--- config.mk ---
export PLATFORM = sky130hd
export DESIGN_NAME = mem_dstb_nch
export DESIGN_NICKNAME = d
export VERILOG_FILES = /design/src/rtl/mem_dstb_nch.sv
export SDC_FILE = /design/constraint.sdc
export NUM_CORES = 1
export LEC_CHECK = 0
export ABC_CLOCK_PERIOD_IN_PS = 2350
export BUFFER_PORTS_ARGS = -buffer_cell sky130_fd_sc_hd__buf_4
export CAP_MARGIN = 20
export CORE_AREA = 2 2 181 183
export CTS_CLUSTER_SIZE = 8
export DETAILED_ROUTE_END_ITERATION = 16
export DIE_AREA = 0 0 183 185
export GPL_ROUTABILITY_DRIVEN = 0
export SYNTH_ARGS = -nofsm -noshare
export SYNTH_HDL_FRONTEND = slang
export SYNTH_SLANG_ARGS = --single-unit
--- constraint.sdc ---
create_clock -name clk -period 2.35 [get_ports clk]
set_clock_uncertainty 0.2 [all_clocks]
set_input_delay 0.47 -clock clk [delete_from_list [all_inputs] [get_ports clk]]
set_output_delay 0.47 -clock clk [all_outputs]
set_load 0.02 [all_outputs]
--- src/rtl/mem_dstb_nch.sv ---
// N-channel MEM-stage access distributor: decodes one load/store against
// base/mask windows, forwards it to the matching channel and returns its response.
module mem_dstb_nch #(
  parameter int                     NCH     = 2,
  parameter int                     ADDR_W  = 64,
  parameter int                     DATA_W  = 64,
  parameter logic [NCH*ADDR_W-1:0]  BASE    = '0,
  parameter logic [NCH*ADDR_W-1:0]  MASK    = '0,
  parameter int                     TIMEOUT = 255
) (
  input  logic                  clk,
  input  logic                  rst,
  input  logic                  up_valid_i,
  input  logic                  up_req_i,
  input  logic [ADDR_W-1:0]     up_addr_i,
  input  logic [1:0]            up_size_i,
  input  logic [DATA_W-1:0]     up_data_write_i,
  output logic                  up_ready_o,
  output logic [DATA_W-1:0]     up_data_read_o,
  output logic [1:0]            up_resp_o,
  output logic                  up_skip_o,
  output logic [NCH-1:0]        ch_valid_o,
  output logic                  ch_req_o,
  output logic [ADDR_W-1:0]     ch_addr_o,
  output logic [1:0]            ch_size_o,
  output logic [DATA_W-1:0]     ch_data_write_o,
  input  logic [NCH-1:0]        ch_ready_i,
  input  logic [NCH*DATA_W-1:0] ch_data_read_i,
  input  logic [NCH*2-1:0]      ch_resp_i
);

  localparam int          SEL_W    = (NCH > 1) ? $clog2(NCH) : 1;
  localparam logic [15:0] CNT_LAST = 16'(TIMEOUT - 1);

  typedef enum logic [1:0] {
    IDLE = 2'd0,
    BUSY = 2'd1,
    DONE = 2'd2
  } state_t;

  state_t              state_r, state_s;
  logic                req_r;
  logic [ADDR_W-1:0]   addr_r;
  logic [1:0]          size_r;
  logic [DATA_W-1:0]   wdata_r;
  logic [SEL_W-1:0]    sel_r, sel_s;
  logic [15:0]         cnt_r, cnt_s;
  logic [NCH-1:0]      ch_valid_r, ch_valid_s;
  logic [DATA_W-1:0]   rdata_r, rdata_s;
  logic [1:0]          resp_r, resp_s;
  logic                ready_r;
  logic                skip_r, skip_s;
  logic                load_s;
  logic                hit_s;
  logic [SEL_W-1:0]    hit_sel_s;
  logic [NCH-1:0]      hit_onehot_s;

  // Window decode; scanning downward lets the lowest matching index win.
  always_comb begin
    hit_s        = 1'b0;
    hit_sel_s    = '0;
    hit_onehot_s = '0;
    for (int i = NCH - 1; i >= 0; i--) begin
      if ((up_addr_i & MASK[i*ADDR_W +: ADDR_W]) == BASE[i*ADDR_W +: ADDR_W]) begin
        hit_s           = 1'b1;
        hit_sel_s       = SEL_W'(i);
        hit_onehot_s    = '0;
        hit_onehot_s[i] = 1'b1;
      end else begin
        hit_s = hit_s;
      end
    end
  end

  // Next-state and completion data.
  always_comb begin
    state_s    = state_r;
    sel_s      = sel_r;
    cnt_s      = cnt_r;
    ch_valid_s = ch_valid_r;
    rdata_s    = rdata_r;
    resp_s     = resp_r;
    skip_s     = 1'b0;
    load_s     = 1'b0;
    case (state_r)
      IDLE: begin
        if (up_valid_i) begin
          load_s = 1'b1;
          if (hit_s) begin
            sel_s      = hit_sel_s;
            cnt_s      = 16'd0;
            ch_valid_s = hit_onehot_s;
            state_s    = BUSY;
          end else begin
            rdata_s = '0;
            resp_s  = 2'b11;
            skip_s  = 1'b1;
            state_s = DONE;
          end
        end else begin
          state_s = IDLE;
        end
      end
      BUSY: begin
        // Ready beats a coincident timeout.
        if (ch_ready_i[sel_r]) begin
          rdata_s    = ch_data_read_i[sel_r*DATA_W +: DATA_W];
          resp_s     = ch_resp_i[sel_r*2 +: 2];
          skip_s     = (sel_r != '0);
          ch_valid_s = '0;
          state_s    = DONE;
        end else if (cnt_r == CNT_LAST) begin
          rdata_s    = '0;
          resp_s     = 2'b10;
          skip_s     = (sel_r != '0);
          ch_valid_s = '0;
          state_s    = DONE;
        end else begin
          cnt_s = cnt_r + 16'd1;
        end
      end
      DONE: begin
        state_s = IDLE;
      end
      default: begin
        ch_valid_s = '0;
        state_s    = IDLE;
      end
    endcase
  end

  // State, latched request and registered outputs.
  always_ff @(posedge clk) begin
    if (rst) begin
      state_r    <= IDLE;
      req_r      <= 1'b0;
      addr_r     <= '0;
      size_r     <= 2'b00;
      wdata_r    <= '0;
      sel_r      <= '0;
      cnt_r      <= 16'd0;
      ch_valid_r <= '0;
      rdata_r    <= '0;
      resp_r     <= 2'b00;
      ready_r    <= 1'b0;
      skip_r     <= 1'b0;
    end else begin
      state_r    <= state_s;
      sel_r      <= sel_s;
      cnt_r      <= cnt_s;
      ch_valid_r <= ch_valid_s;
      rdata_r    <= rdata_s;
      resp_r     <= resp_s;
      ready_r    <= (state_s == DONE);
      skip_r     <= skip_s;
      if (load_s) begin
        req_r   <= up_req_i;
        addr_r  <= up_addr_i;
        size_r  <= up_size_i;
        wdata_r <= up_data_write_i;
      end else begin
        req_r   <= req_r;
        addr_r  <= addr_r;
        size_r  <= size_r;
        wdata_r <= wdata_r;
      end
    end
  end

  assign up_ready_o      = ready_r;
  assign up_data_read_o  = rdata_r;
  assign up_resp_o       = resp_r;
  assign up_skip_o       = skip_r;
  assign ch_valid_o      = ch_valid_r;
  assign ch_req_o        = req_r;
  assign ch_addr_o       = addr_r;
  assign ch_size_o       = size_r;
  assign ch_data_write_o = wdata_r;

endmodule

==> summary by stage <==
Global routing
The total global routing overflow is 0. The first global-routing pass estimated 42000 µm of wire. Global routing used 15.2% of the available tracks.

The number of global-route vias before repair came to 8080. Entering global routing, the biggest net connects 113 pins. The number of antenna violations at the first check in global routing is 1.

Worst setup path
The critical path required time is 2.58 ns. The launch point of the critical path is cnt_r[15]$_SDFFE_PP0P_. The destination of the worst register-to-register timing path is up_data_read_o[23]$_SDFFE_PP0P_. For flop-to-flop paths, the worst setup slack is 0.11 ns.

The startpoint identified for the worst register-to-register timing path is cnt_r[15]$_SDFFE_PP0P_. The family of cells with the greatest summed delay on the critical path is simple AND/OR/NAND/NOR gates. At the worst endpoint, the arrival time is 2.47 ns.

The delay contributed by the slowest stage of the critical path is 0.55 ns. The category of the worst setup path launch point is a register. The depth of the worst register-to-register path is 7. The setup path with the least slack is of type reg2reg.

In this run the worst path has a maximum fanout of 31. The number of buffers and inverters on the critical path is 2. The cell type of the slowest stage on the worst timing path is or4_4. The endpoint class of the critical path is a register.

Walking the worst path, the cells encountered are or4_4 -> nor4_4 -> buf_4 -> o21ai_2 -> nor2b_4 -> buf_12 -> a22o_1.

Die
From left edge to right edge, the die measures 183 µm. The effective utilization at floorplan is 23.4%. The floorplan has 66 rows. The placeable core region is 32000 µm². The die covers 33900 µm².

469 I/O pins were placed. The floorplan step set the die height to 185 µm.

Clock network
The later pin in the worst-skew pair is clocked with a latency of 0.53 ns. The TritonCTS clock tree is built. Buffers inserted during clock tree synthesis total 31.

The number of clock sinks seen by CTS is 217. Clock tree synthesis selected as its root buffer the cell clkbuf_16. The clock-pin slew on the worst setup and hold paths is 0.05 ns. The CTS H-tree depth is 1. The deepest clock path buffer count is 3.

Yosys
Among all flip-flop cells after synthesis, the most frequent one is dfxtp_1. The post-synthesis area per instance is 8.87 µm². Summing the sequential cell areas from Yosys gives 58.0% of the chip area.

The netlist uses 40 different library cells. The number of enable flip-flop cells after synthesis is 0. In this run, synthesis produced a sequential element count of 217. After synthesis the cells add up to 7490 µm².

In the synthesized netlist, the number of instances is 844. The async set-reset flop share out of synthesis is 0%. The Yosys warning count is 0.

Place
The worst setup timing slack at the placement stage is 0.0603 ns. Detailed placement ended at an HPWL of 17400 µm. In this run, placement finished with an instance count of 1610. The number of buffers added on ports is 399.

Power and ir drop
The areal power density over the cells is 692 nW/µm². The analysis attributes to cell leakage a power of 6.06 nW. IR analysis of the VDD net gives a maximum drop of 471 µV.

Route
The total via count in the routed design is 8165. The post-detailed-route DRC marker count is 0. The number of nets with antenna violations after detailed routing is 0. The number of iterations in the first detailed-routing pass is 4. The via-per-instance ratio is 4.44. The routed wire length is 27900 µm. After the first detailed-routing iteration, the DRC count stood at 284.

After detailed routing, the average wire length per cell comes to 15.2 µm.

Cells and area
Relative to the synthesized area, the layout overhead comes to 83.4%. The number of cells in the finished layout apart from fillers is 1840. The share of post-route cells with drive strength above 1 is 32.6%. For this run, the post-layout net count is 1698.

STA
The minimum clock period is 2.24 ns. Setup repair after global routing left no endpoint under its margin. The setup violation total in the final timing report is 0.

The worst hold slack is 0.0290 ns. Timing would allow up to 0.446 GHz. The worst slew margin relative to its limit is 64.1%. The hold violation total from the final report is 0. The max-slew violation count is 0.

The final worst setup slack is 0.110 ns. At the pin with the least slew margin, the transition time is 0.538 ns. In the final timing run, aggregate negative setup slack is 0 ns. Of the available clock period, the critical path in the final layout requires 95.3%.

Worst hold path
The worst hold path passes through 3 cells. The path class of the tightest hold or removal check is in2reg. The hold path startpoint is up_addr_i[25]. The endpoint of the worst hold-timing path is ch_addr_o[25]$_SDFFE_PP0P_.

Flow run
The number of violations of the max-capacitance limit is 0.

Outcome
The flow ran to the end, and the final reports show no timing, DRC or antenna violations.
[cell families (layout without fill, tap and decap cells)]
logic type      Yosys count  count (layout)  synth area share [%]
simple gates            324             324                  17.8
compound gates          228             228                  19.1
flops                   217             217                  58.0
buf+inv                  67             653                  4.14
xor+xnor                  5               5                 0.585
fa+ha+maj                 2               2                 0.334
other cells               1               3                0.0501
[power breakdown]
part | internal [mW] | switching, mW
combinational | 0.832 | 0.801
clock | 2.36 | 1.52
sequential | 3.88 | 0.104
total | 7.08 | 2.43
[synth_stat cells (all sizes together), types with 3 or more instances]
library cell	number	area share (%)
nand2	272	14
dfxtp	217	58
a21oi	143	9.6
a22o	65	7.6
clkbuf	52	2.6
nor2	17	0.85
buf	11	1.3
o21ai	7	0.52
or3	6	0.50
nand3	5	0.33
a211oi	4	0.40
inv	4	0.20
nand2b	4	0.33
nand4	4	0.33
or4	4	0.45
xnor2	3	0.35
[worst register-to-register path: cells and delay by family (launching register included)]
kind / cells / cell delay (ns)
buf+inv: 2 / 0.33
compound gates: 2 / 0.31
simple gates: 3 / 0.98
flops: 1 / 0.32
[layer usage]
layer / GRT usage, % / vias to the layer above / routed length (µm)
met2: 26.9 / 264 / 13800
met3: 3.99 / 71 / 1790
li1: - / 4007 / -
met5: 0 / - / 0
met1: 17.5 / 3823 / 11200
met4: 6.08 / 0 / 1080
[through the flow]
stage          total power, mW  area (µm²)  util (%)
2_1_floorplan             4.68        7490         -
3_3_place_gp              5.40       11000      34.3
3_5_place_dp              5.41       11000      34.3
4_1_cts                   9.62       13700      42.8
5_1_grt                   9.92       13700      42.9
6_report                  9.50       13700      42.9
[layout make-up]
class | count | area [µm²]
clock buffer | 36 | 815
tap | 408 | 510
sequential | 217 | 4340
timing repair buffer | 613 | 5190
inverter | 4 | 15.0
antenna | 1 | 2.50
fill | 3034 | 18300
multi-input combinational | 561 | 2860
[state kept, by name (all words and copies together) (netlist names)]
name	flops
ch_addr_o	64
ch_data_write_o	64
up_data_read_o	64
cnt_r	16
ch_size_o	2
state_r	2
up_resp_o	2
ch_req_o	1
ch_valid_o	1
up_ready_o	1
[worst max path at each step]
| stage | endpoint | cells past startpoint |
|---|---|---|
| finish | up_data_read_o[23]$_SDFFE_PP0P_ | 7 |
| CTS | up_data_read_o[55]$_SDFFE_PP0P_ | 6 |
| floorplan | up_data_read_o[13]$_SDFFE_PP0P_ | 7 |
| global route | up_data_read_o[55]$_SDFFE_PP0P_ | 7 |
| global placement | up_data_read_o[60]$_SDFFE_PP0P_ | 6 |
| detailed placement | cnt_r[5]$_SDFFE_PP0P_ | 6 |
[cells in the final DEF, fill, tap and decap left out, drive strengths merged, types with 3 or more instances in the layout]
cell type / instances
a22o: 65
clkbuf: 36
o21ai: 7
xnor2: 3
a21oi: 143
nand4: 4
nor2: 17
or3: 6
buf: 424
nand3: 5
nand2: 272
inv: 4
or4: 4
dfxtp: 217
dlygate4sd3: 189
nand2b: 4
a211oi: 4
[repair_timing]
item,in CTS,in global routing
gates resized for setup,0,1
setup endpoints to repair,0,68
hold buffers,189,0
buffers inserted,0,3
hold endpoints to repair,189,0
Power figures use the tool's default switching activity.
